===== config.mk =====
export PLATFORM = sky130hd
export DESIGN_NAME = sync_fifo
export DESIGN_NICKNAME = d
export VERILOG_FILES = /design/src/rtl/sync_fifo_pkg.sv /design/src/rtl/sync_fifo_mem.sv /design/src/rtl/sync_fifo.sv
export SDC_FILE = /design/constraint.sdc
export NUM_CORES = 1
export LEC_CHECK = 0
export CAP_MARGIN = 15
export CORE_ASPECT_RATIO = 1.1
export CORE_UTILIZATION = 35
export CTS_BUF_LIST = sky130_fd_sc_hd__clkbuf_8 sky130_fd_sc_hd__clkbuf_16
export DETAILED_ROUTE_END_ITERATION = 8
export GPL_TIMING_DRIVEN = 0
export PLACE_DENSITY = 0.52
export SYNTH_ARGS = -nofsm -noshare
export SYNTH_HDL_FRONTEND = slang
export SYNTH_HIERARCHICAL = 1
export SYNTH_SLANG_ARGS = --single-unit
export TNS_END_PERCENT = 30

===== constraint.sdc =====
create_clock -name clk -period 3.3 [get_ports clk]
set_input_delay 0.66 -clock clk [delete_from_list [all_inputs] [get_ports clk]]
set_output_delay 0.66 -clock clk [all_outputs]
set_load 0.03 [all_outputs]

===== src/rtl/sync_fifo_pkg.sv =====
// Shared helpers for the parametrised synchronous FIFO: count width and
// parameter legality predicates used at elaboration time.
package sync_fifo_pkg;

  // Width of the occupancy counter: must represent 0..depth inclusive.
  function automatic int cnt_w(int depth);
    return $clog2(depth) + 1;
  endfunction

  // True when v is a power of two and at least 2.
  function automatic bit is_pow2(int v);
    return (v >= 2) && ((v & (v - 1)) == 0);
  endfunction

  // Full legality check of the FIFO parameter set.
  function automatic bit params_ok(int width, int depth, int af, int ae);
    return (width >= 1) && is_pow2(depth) &&
           (af >= 1) && (af <= depth) &&
           (ae >= 0) && (ae <= depth - 1);
  endfunction

endpackage


===== src/rtl/sync_fifo_mem.sv =====
// WIDTH x DEPTH storage array: synchronous write port, asynchronous read port.
module sync_fifo_mem #(
  parameter int WIDTH = 8,
  parameter int DEPTH = 16,
  parameter int AW    = $clog2(DEPTH)
) (
  input  logic             clk,
  input  logic             we,
  input  logic [AW-1:0]    waddr,
  input  logic [WIDTH-1:0] wdata,
  input  logic [AW-1:0]    raddr,
  output logic [WIDTH-1:0] rdata
);

  logic [WIDTH-1:0] mem [DEPTH];

  // Write port: store the word on an accepted write; contents are never reset.
  always_ff @(posedge clk) begin
    if (we) mem[waddr] <= wdata;
  end

  assign rdata = mem[raddr];

endmodule


===== src/rtl/sync_fifo.sv =====
// Parametrised single-clock FIFO with occupancy count, threshold flags,
// sticky overflow/underflow flags and optional first-word-fall-through.
//
// Handshake: a write is accepted when wr & !full, a read when rd & !empty.
// Both flags are the pre-edge values, so a read in the same cycle never
// makes room for a write when full, and a write never feeds a read when
// empty. An accepted write and read may happen in the same cycle.
module sync_fifo
  import sync_fifo_pkg::*;
#(
  parameter int WIDTH    = 8,
  parameter int DEPTH    = 16,
  parameter int AF_LEVEL = 14,
  parameter int AE_LEVEL = 2,
  parameter bit FWFT     = 1'b0
) (
  input  logic                      clk,
  input  logic                      rst,
  input  logic                      wr,
  input  logic [WIDTH-1:0]          din,
  input  logic                      rd,
  input  logic                      clr_err,
  output logic [WIDTH-1:0]          dout,
  output logic                      full,
  output logic                      empty,
  output logic                      almost_full,
  output logic                      almost_empty,
  output logic [cnt_w(DEPTH)-1:0]   count,
  output logic                      overflow,
  output logic                      underflow
);

  localparam int AW = $clog2(DEPTH);
  localparam int CW = cnt_w(DEPTH);

  if (!params_ok(WIDTH, DEPTH, AF_LEVEL, AE_LEVEL)) begin : g_bad_params
    $error("sync_fifo: illegal parameter set");
  end

  logic [AW-1:0]    wptr;
  logic [AW-1:0]    rptr;
  logic [CW-1:0]    cnt;
  logic [WIDTH-1:0] rdata;
  logic             wa;
  logic             ra;

  assign full         = (cnt == CW'(DEPTH));
  assign empty        = (cnt == '0);
  assign almost_full  = (cnt >= CW'(AF_LEVEL));
  assign almost_empty = (cnt <= CW'(AE_LEVEL));
  assign count        = cnt;

  assign wa = wr & ~full;
  assign ra = rd & ~empty;

  sync_fifo_mem #(
    .WIDTH (WIDTH),
    .DEPTH (DEPTH),
    .AW    (AW)
  ) u_mem (
    .clk   (clk),
    .we    (wa),
    .waddr (wptr),
    .wdata (din),
    .raddr (rptr),
    .rdata (rdata)
  );

  // Pointers wrap naturally; count tracks occupancy and tells full from empty.
  always_ff @(posedge clk) begin
    if (rst) begin
      wptr <= '0;
      rptr <= '0;
      cnt  <= '0;
    end else begin
      if (wa) wptr <= wptr + AW'(1);
      if (ra) rptr <= rptr + AW'(1);
      case ({wa, ra})
        2'b10:   cnt <= cnt + CW'(1);
        2'b01:   cnt <= cnt - CW'(1);
        default: cnt <= cnt;
      endcase
    end
  end

  // Sticky error flags: a new error wins over a same-cycle clear.
  always_ff @(posedge clk) begin
    if (rst) begin
      overflow  <= 1'b0;
      underflow <= 1'b0;
    end else begin
      if (wr & full)   overflow <= 1'b1;
      else if (clr_err) overflow <= 1'b0;
      if (rd & empty)   underflow <= 1'b1;
      else if (clr_err) underflow <= 1'b0;
    end
  end

  if (FWFT) begin : g_fwft
    // Head word is presented combinationally; don't-care while empty.
    assign dout = rdata;
  end else begin : g_reg
    logic [WIDTH-1:0] dout_q;

    // Registered read data: loads the head word on an accepted read, holds otherwise.
    always_ff @(posedge clk) begin
      if (rst)     dout_q <= '0;
      else if (ra) dout_q <= rdata;
    end

    assign dout = dout_q;
  end

endmodule


==> metrics.csv, run 1 <==
metric,value,unit
die area,17930,um^2
routability congestion estimate,0.6852,
multiplexer share of the synthesized area,14.51,%
Synth cell types,43,
sequential area share after synthesis,70.69,%
worst-path fanout max,10,
worst setup path class,flip-flop to flip-flop,
DIE HEIGHT,140.3,um
Synth Area per Inst,18.12,um^2
Layout area overhead,19.17,%
pwr dens,780.5,nW/um^2
Worst path max stage delay,0.47,ns
first-pass GRT wire length,19040,um
sequential power share,41.0,%
Post-synth top flop,edfxtp_1,
crit-path cells,or3_4 > o31ai_4 > buf_8 > inv_1 > ha_1 > ha_1 > a21oi_1 > a21oi_1 > or4_1 > a21oi_1,
total vias in the final route,3102,
clock insertion delay at the later pin of the skew report,0.42,ns
number of global-route vias before repair,3177,
crit end category,flip-flop,
switch share,30.09,%
RSZ-0062 raised after global routing,false,
Core Region,17020,um^2
Final Hold Vio Count,0,
Max Transition Viols Final,0,
clock power share,31.1,%
Final #Nets,409,
P_leak,2.442,nW
I/O pins,32,
total global-route track usage,15.28,%
H-tree depth,4,
status,"finished, final reports clean",
Critical Path Start Type,flip-flop,
internal power,3.959,mW
area of the multi-input gates,1643,um^2
port bufs,30,
period utilisation layout,90.54,%
Sequential cell area,4304,um^2
Worst slew margin,41.86,%
pin count of the biggest net entering global routing,17,
# rows,50,
clock root buffer,clkbuf_16,
grt ovf,0,
Net Switching,1.704,mW
Max VDD drop,405.3,uV
fillers,1563,
mapped cell area,6088,um^2
Worst Tran Pin Value,0.8689,ns
Ant. Diodes,0,
initial antenna violation count,0,
adder-cell share of the synthesized area,1.562,%
Routed Antenna Nets,0,
Yosys reg bits,151,
number of DRC markers in iteration 0,215,
hold-fix buffers at CTS,0,
Syn Inst Count,336,
Mapped Nets,356,
largest family of logic cells by synthesized area,multiplexers,
Sum Neg Setup Slack,0,ns
crit path max-delay cell type,or4_1,
Post-route DRC,0,
Pwr Total,5.663,mW
clk slew on worst S/H paths,0.05,ns
Final Skew,0.008172,ns
share of layout cells above drive strength 1,17.46,%
worst hold path type,input port to flip-flop,
complex-gate fraction of the synthesized area,4.007,%
CTS tree,built,
Pre-antenna DRT Iters,4,
Initial Util,35.78,%
Final setup viols,0,
vias per cell,4.885,
dpl hpwl,8569,um
XOR/XNOR share of the synthesized area,1.007,%
clk sinks,151,
Required @ worst endpoint,3.65,ns
total CTS buffers,17,
combinational power share,27.9,%
wire length per cell,20.07,um
max cap viols,0,
final period demand of the worst path,2.988,ns
arrival time of the worst setup path,3.33,ns
Crit path top cell by count,a21oi_1,
Synthesis Warnings,6,
Post-Synth Simple-Gate Area,5.734,%
width of the die,127.8,um
Clock Tree Buf Depth,2,
Post-synth EDFFs,128,
Routed WL,12740,um
share of flip-flops with an asynchronous set or reset,0,%
Max Clk Rate,334.7,MHz
[cells in the mapped netlist (2+ instances only)]
library cell | n | area, um^2
inv_1 | 6 | 22.52
a211oi_1 | 2 | 15.01
mux2i_1 | 11 | 110.1
nand3b_1 | 2 | 15.01
ha_1 | 6 | 75.07
nand3_1 | 4 | 20.02
nor3_1 | 5 | 25.02
buf_6 | 3 | 33.78
buf_4 | 3 | 22.52
xnor2_1 | 4 | 35.03
nor4_1 | 2 | 12.51
mux4_2 | 18 | 405.4
nor2b_1 | 2 | 12.51
dfxtp_1 | 23 | 460.4
clkdlybuf4s25_2 | 3 | 30.03
a21oi_1 | 7 | 35.03
a22oi_1 | 18 | 135.1
nand2b_1 | 2 | 12.51
nor2_1 | 35 | 131.4
mux4_1 | 14 | 367.9
clkbuf_1 | 2 | 7.510
nand2_1 | 11 | 41.29
buf_2 | 3 | 15.01
edfxtp_1 | 128 | 3844
xor2_1 | 3 | 26.28
and2_1 | 2 | 12.51
[layer usage]
| layer | wire (um) | vias to the layer above | track usage, % |
|---|---|---|---|
| met1 | 5488 | 1559 | 19.41 |
| met2 | 6368 | 77 | 25.17 |
| met4 | 183 | 0 | 5.201 |
| met5 | 0 | - | 0 |
| met3 | 703 | 12 | 4.163 |
| li1 | - | 1454 | - |
[cell usage in the layout, fill, tap and decap left out, types with 2 or more instances in the layout]
cell / n
nand2b_1: 2
and2_1: 2
nand2_1: 11
xor2_1: 3
a21oi_1: 6
xnor2_1: 4
mux4_1: 14
buf_2: 3
clkinv_1: 3
clkbuf_1: 2
buf_6: 3
ha_1: 6
a22oi_1: 18
mux4_2: 18
mux2i_1: 11
clkbuf_16: 17
nor3_1: 5
inv_6: 2
inv_1: 7
nand3_1: 4
clkdlybuf4s50_1: 30
edfxtp_1: 128
dfxtp_1: 23
nor2_1: 35
clkdlybuf4s25_2: 3
clkinv_4: 3
a211oi_1: 2
buf_4: 7
nor2b_1: 2
nand3b_1: 2
clkinv_2: 4
[repair_timing]
action,4_1_cts,5_1_grt
resized for setup,0,2
setup endpoints to repair,0,3
buffers inserted,0,0
[per-stage QoR]
step                setup slack, ns  std cells  hold WS [ns]  cell area (um^2)  util, %
finish                       0.3121        635        0.4904              7256    42.64
floorplan                    0.4112        336        0.5328              6088        -
CTS                         0.08914        635        0.4748              7246    42.58
global route                 0.1437        635        0.4905              7256    42.64
detailed placement          -0.2493        604        0.4964              6711    39.44
global placement            -0.5324        600        0.4786              6681    39.26
[worst paths after layout]
path | from | endpoint | slack (ns) | cells past startpoint
setup / recovery | count[2] | count[4] | 0.31 | 10
hold / removal | rst | count[4] | 0.49 | 2
setup reg to reg | count[2] | count[4] | 0.31 | 10
hold reg to reg | overflow | overflow | 0.51 | 2
[registers in the layout (all words and copies together), names as in the netlist]
register	cells
wptr	4
underflow	1
rptr	4
overflow	1
count	5
dout	8
u_mem/mem	128
[worst max-delay path, delay by kind of cell (launching register included)]
kind	cells	cell delay, ns
buf+inv	2	0.26
flops	1	0.37
compound gates	4	0.77
simple gates	2	0.91
fa+ha+maj	2	0.61
[kinds of logic (layout without fill, tap and decap cells)]
kind of cell,after synthesis,count (layout)
AO/OA/AOI/OAI,33,33
buffers and inverters,22,87
adder cells (fa/ha/maj),7,7
XOR/XNOR,7,7
AND/OR/NAND/NOR,73,73
multiplexers,43,43
flip-flops,151,151
[cell type report]
type	instances	area share, %
clock buffers	17	5.863
flip-flops and latches	151	59.32
repair buffers	34	4.553
inverters	6	0.3104
well taps	234	4.035
clock inverters	14	1.500
plain buffers	16	1.776
multi-input cells	163	22.64
[power groups by stage]
stage          logic, mW  registers [mW]  clock network, mW
6_report            1.58            2.32               1.76
5_1_grt             1.71            2.34               1.88
4_1_cts             1.60            2.32               1.80
3_5_place_dp        1.60            2.36                  0
3_3_place_gp        1.58            2.35                  0
2_1_floorplan      0.988            2.45                  0
Power figures use the tool's default switching activity.
==> run 2, diff against run 1 <==
--- a/config.mk
+++ b/config.mk
@@ -11,7 +11,7 @@
 export CTS_BUF_LIST = sky130_fd_sc_hd__clkbuf_8 sky130_fd_sc_hd__clkbuf_16
 export DETAILED_ROUTE_END_ITERATION = 8
 export GPL_TIMING_DRIVEN = 0
-export PLACE_DENSITY = 0.52
+export PLACE_DENSITY = 0.51
 export SYNTH_ARGS = -nofsm -noshare
 export SYNTH_HDL_FRONTEND = slang
 export SYNTH_HIERARCHICAL = 1
==> metrics.csv, run 2 (synthesis gave the netlist of run 1 again) <==
metric,value,unit,change
status,"finished, final reports clean",,unchanged
Util after Layout,43.00,%,was 42.64%
Worst Tran Pin Value,0.9968,ns,was 0.8689 ns
first-pass GRT wire length,19330,um,"was 19,040 um"
port bufs,30,,unchanged
most frequent cells in the layout,"edfxtp_1, nor2_1, clkdlybuf4s50_1",,unchanged
number of DRC markers in iteration 0,198,,was 215
vias per cell,5.021,,was 4.885
Final #Nets,406,,was 409
arrival time of the worst setup path,3.40,ns,was 3.33 ns
P_leak,2.444,nW,was 2.442 nW
clk sinks,151,,unchanged
worst reg2reg startpoint,count[2],,unchanged
Initial Util,35.78,%,unchanged
Final Instance Area,7317,um^2,was 7256 um^2
Layout area overhead,20.18,%,was 19.17%
dpl hpwl,8240,um,was 8569 um
number of global-route vias before repair,3268,,"was 3,177"
grt ovf,0,,unchanged
worst-path fanout max,10,,unchanged
pin count of the biggest net entering global routing,17,,unchanged
Max VDD drop,397.2,uV,was 405.3 uV
crit end category,flip-flop,,unchanged
total CTS buffers,17,,unchanged
Post-route DRC,0,,unchanged
clock insertion delay at the later pin of the skew report,0.43,ns,was 0.42 ns
total vias in the final route,3173,,"was 3,102"
Final setup viols,0,,unchanged
Sequential cell area,4304,um^2,unchanged
Post-CTS Setup Bufs,0,,unchanged
worst hold path type,input port to flip-flop,,unchanged
pwr dens,803.8,nW/um^2,was 780.5 nW/um^2
cell area after placement,6701,um^2,was 6711 um^2
H-tree depth,4,,unchanged
number of flip-flops in the largest register,128,,unchanged
Routed Antenna Nets,0,,unchanged
RSZ-0062 raised after global routing,false,,unchanged
width of the die,127.8,um,unchanged
Final Skew,0.01014,ns,was 0.008172 ns
routability congestion estimate,0.7187,,was 0.6852
Worst path max stage delay,0.48,ns,was 0.47 ns
share of layout cells above drive strength 1,18.09,%,was 17.46%
total global-route track usage,15.62,%,was 15.28%
# rows,50,,unchanged
clk slew on worst S/H paths,0.06,ns,was 0.05 ns
crit path max-delay cell type,or4_1,,unchanged
Hold Slack,0.4911,ns,was 0.4904 ns
Required @ worst endpoint,3.65,ns,about the same
Crit. Startpoint,count[2],,unchanged
Ant. Diodes,0,,unchanged
Max Transition Viols Final,0,,unchanged
Critical Path Start Type,flip-flop,,unchanged
Core Region,17020,um^2,unchanged
"commonest non-fill, non-tap cell in the layout",edfxtp_1,,unchanged
I/O pins,32,,unchanged
area of the multi-input gates,1654,um^2,was 1643 um^2
min-delay src,rst,,unchanged
CTS tree,built,,unchanged
clock root buffer,clkbuf_16,,unchanged
Pre-antenna DRT Iters,5,,was 4
initial antenna violation count,0,,unchanged
Max Clk Rate,328.2,MHz,was 334.7 MHz
Largest Register,u_mem/mem,,unchanged
period utilisation layout,92.33,%,was 90.54%
Routed WL,12780,um,"was 12,740 um"
die area,17930,um^2,unchanged
crit-path cells,or3_4 > o31ai_4 > buf_8 > inv_1 > ha_1 > ha_1 > a21oi_1 > a21oi_1 > or4_1 > a21oi_1,,unchanged
max cap viols,0,,unchanged
final period demand of the worst path,3.047,ns,was 2.988 ns
worst setup path class,flip-flop to flip-flop,,unchanged
Worst slew margin,33.30,%,was 41.86%
Crit path top cell by count,a21oi_1,,unchanged
Clock Tree Buf Depth,2,,unchanged
DIE HEIGHT,140.3,um,unchanged
fillers,1544,,"was 1,563"
Final Hold Vio Count,0,,unchanged
wire length per cell,20.23,um,was 20.07 um
==> run 2: changes by cell type in the layout (fill, tap and decap cells not counted), sizes merged <==
cell,change
buf,-3
clkinvlp,+6
inv,-3
bufinv,+3
clkinv,-6
==> run 2: through the flow <==
step | setup TNS [ns] | total power, mW | cells | worst slack, ns
floorplan | 0 | 3.437 | 336 | 0.4112
CTS | 0 | 5.956 | 632 | 0.1666
global route | 0 | 6.160 | 632 | 0.04004
detailed placement | -2.094 | 3.939 | 601 | -0.1313
global placement | -12.14 | 3.915 | 600 | -0.5309
finish | 0 | 5.881 | 632 | 0.2531
==> run 2: path summary, 6_finish.rpt <==
path,end,slack [ns],cells past startpoint
max,count[4],0.25,10
min reg2reg,dout[4],0.50,2
min,count[4],0.49,2
max reg2reg,count[4],0.25,10
==> run 2: per-layer routing <==
| metal | up-vias | track usage, % | share of wire, % |
|---|---|---|---|
| li1 | 1443 | - | - |
| met1 | 1625 | 19.12 | 42 |
| met2 | 88 | 25.77 | 51 |
| met3 | 17 | 4.278 | 5.4 |
| met4 | 0 | 6.935 | 1.7 |
| met5 | - | 0 | 0 |
==> run 2: power by group <==
group	internal, mW	switching (mW)	leakage (nW)
Clock	1.25	0.743	0.280
Combinational	0.740	0.841	0.820
Sequential	2.19	0.112	1.34
==> run 2: critical path: cells and delay by family (launching register included) <==
kind,cells,cell delay (ns)
AOI/OAI and AO/OA,4,0.79
DFF,1,0.37
and+or+nand+nor,2,0.92
adders and majority gates,2,0.61
buffers and inverters,2,0.28
==> run 2: layout make-up <==
type | instances | area share, %
buffer | 16 | 1.761
clock buffer | 17 | 5.814
timing repair buffer | 31 | 4.172
clock inverter | 14 | 2.514
sequential | 151 | 58.82
inverter | 6 | 0.3078
multi-input combinational | 163 | 22.61
tap | 234 | 4.001
==> run 2: repair_timing <==
item                                    in CTS  in global routing
hold buffers                                 0                  0
gates resized for setup                      0                  1
endpoints found under the setup margin       0                  1
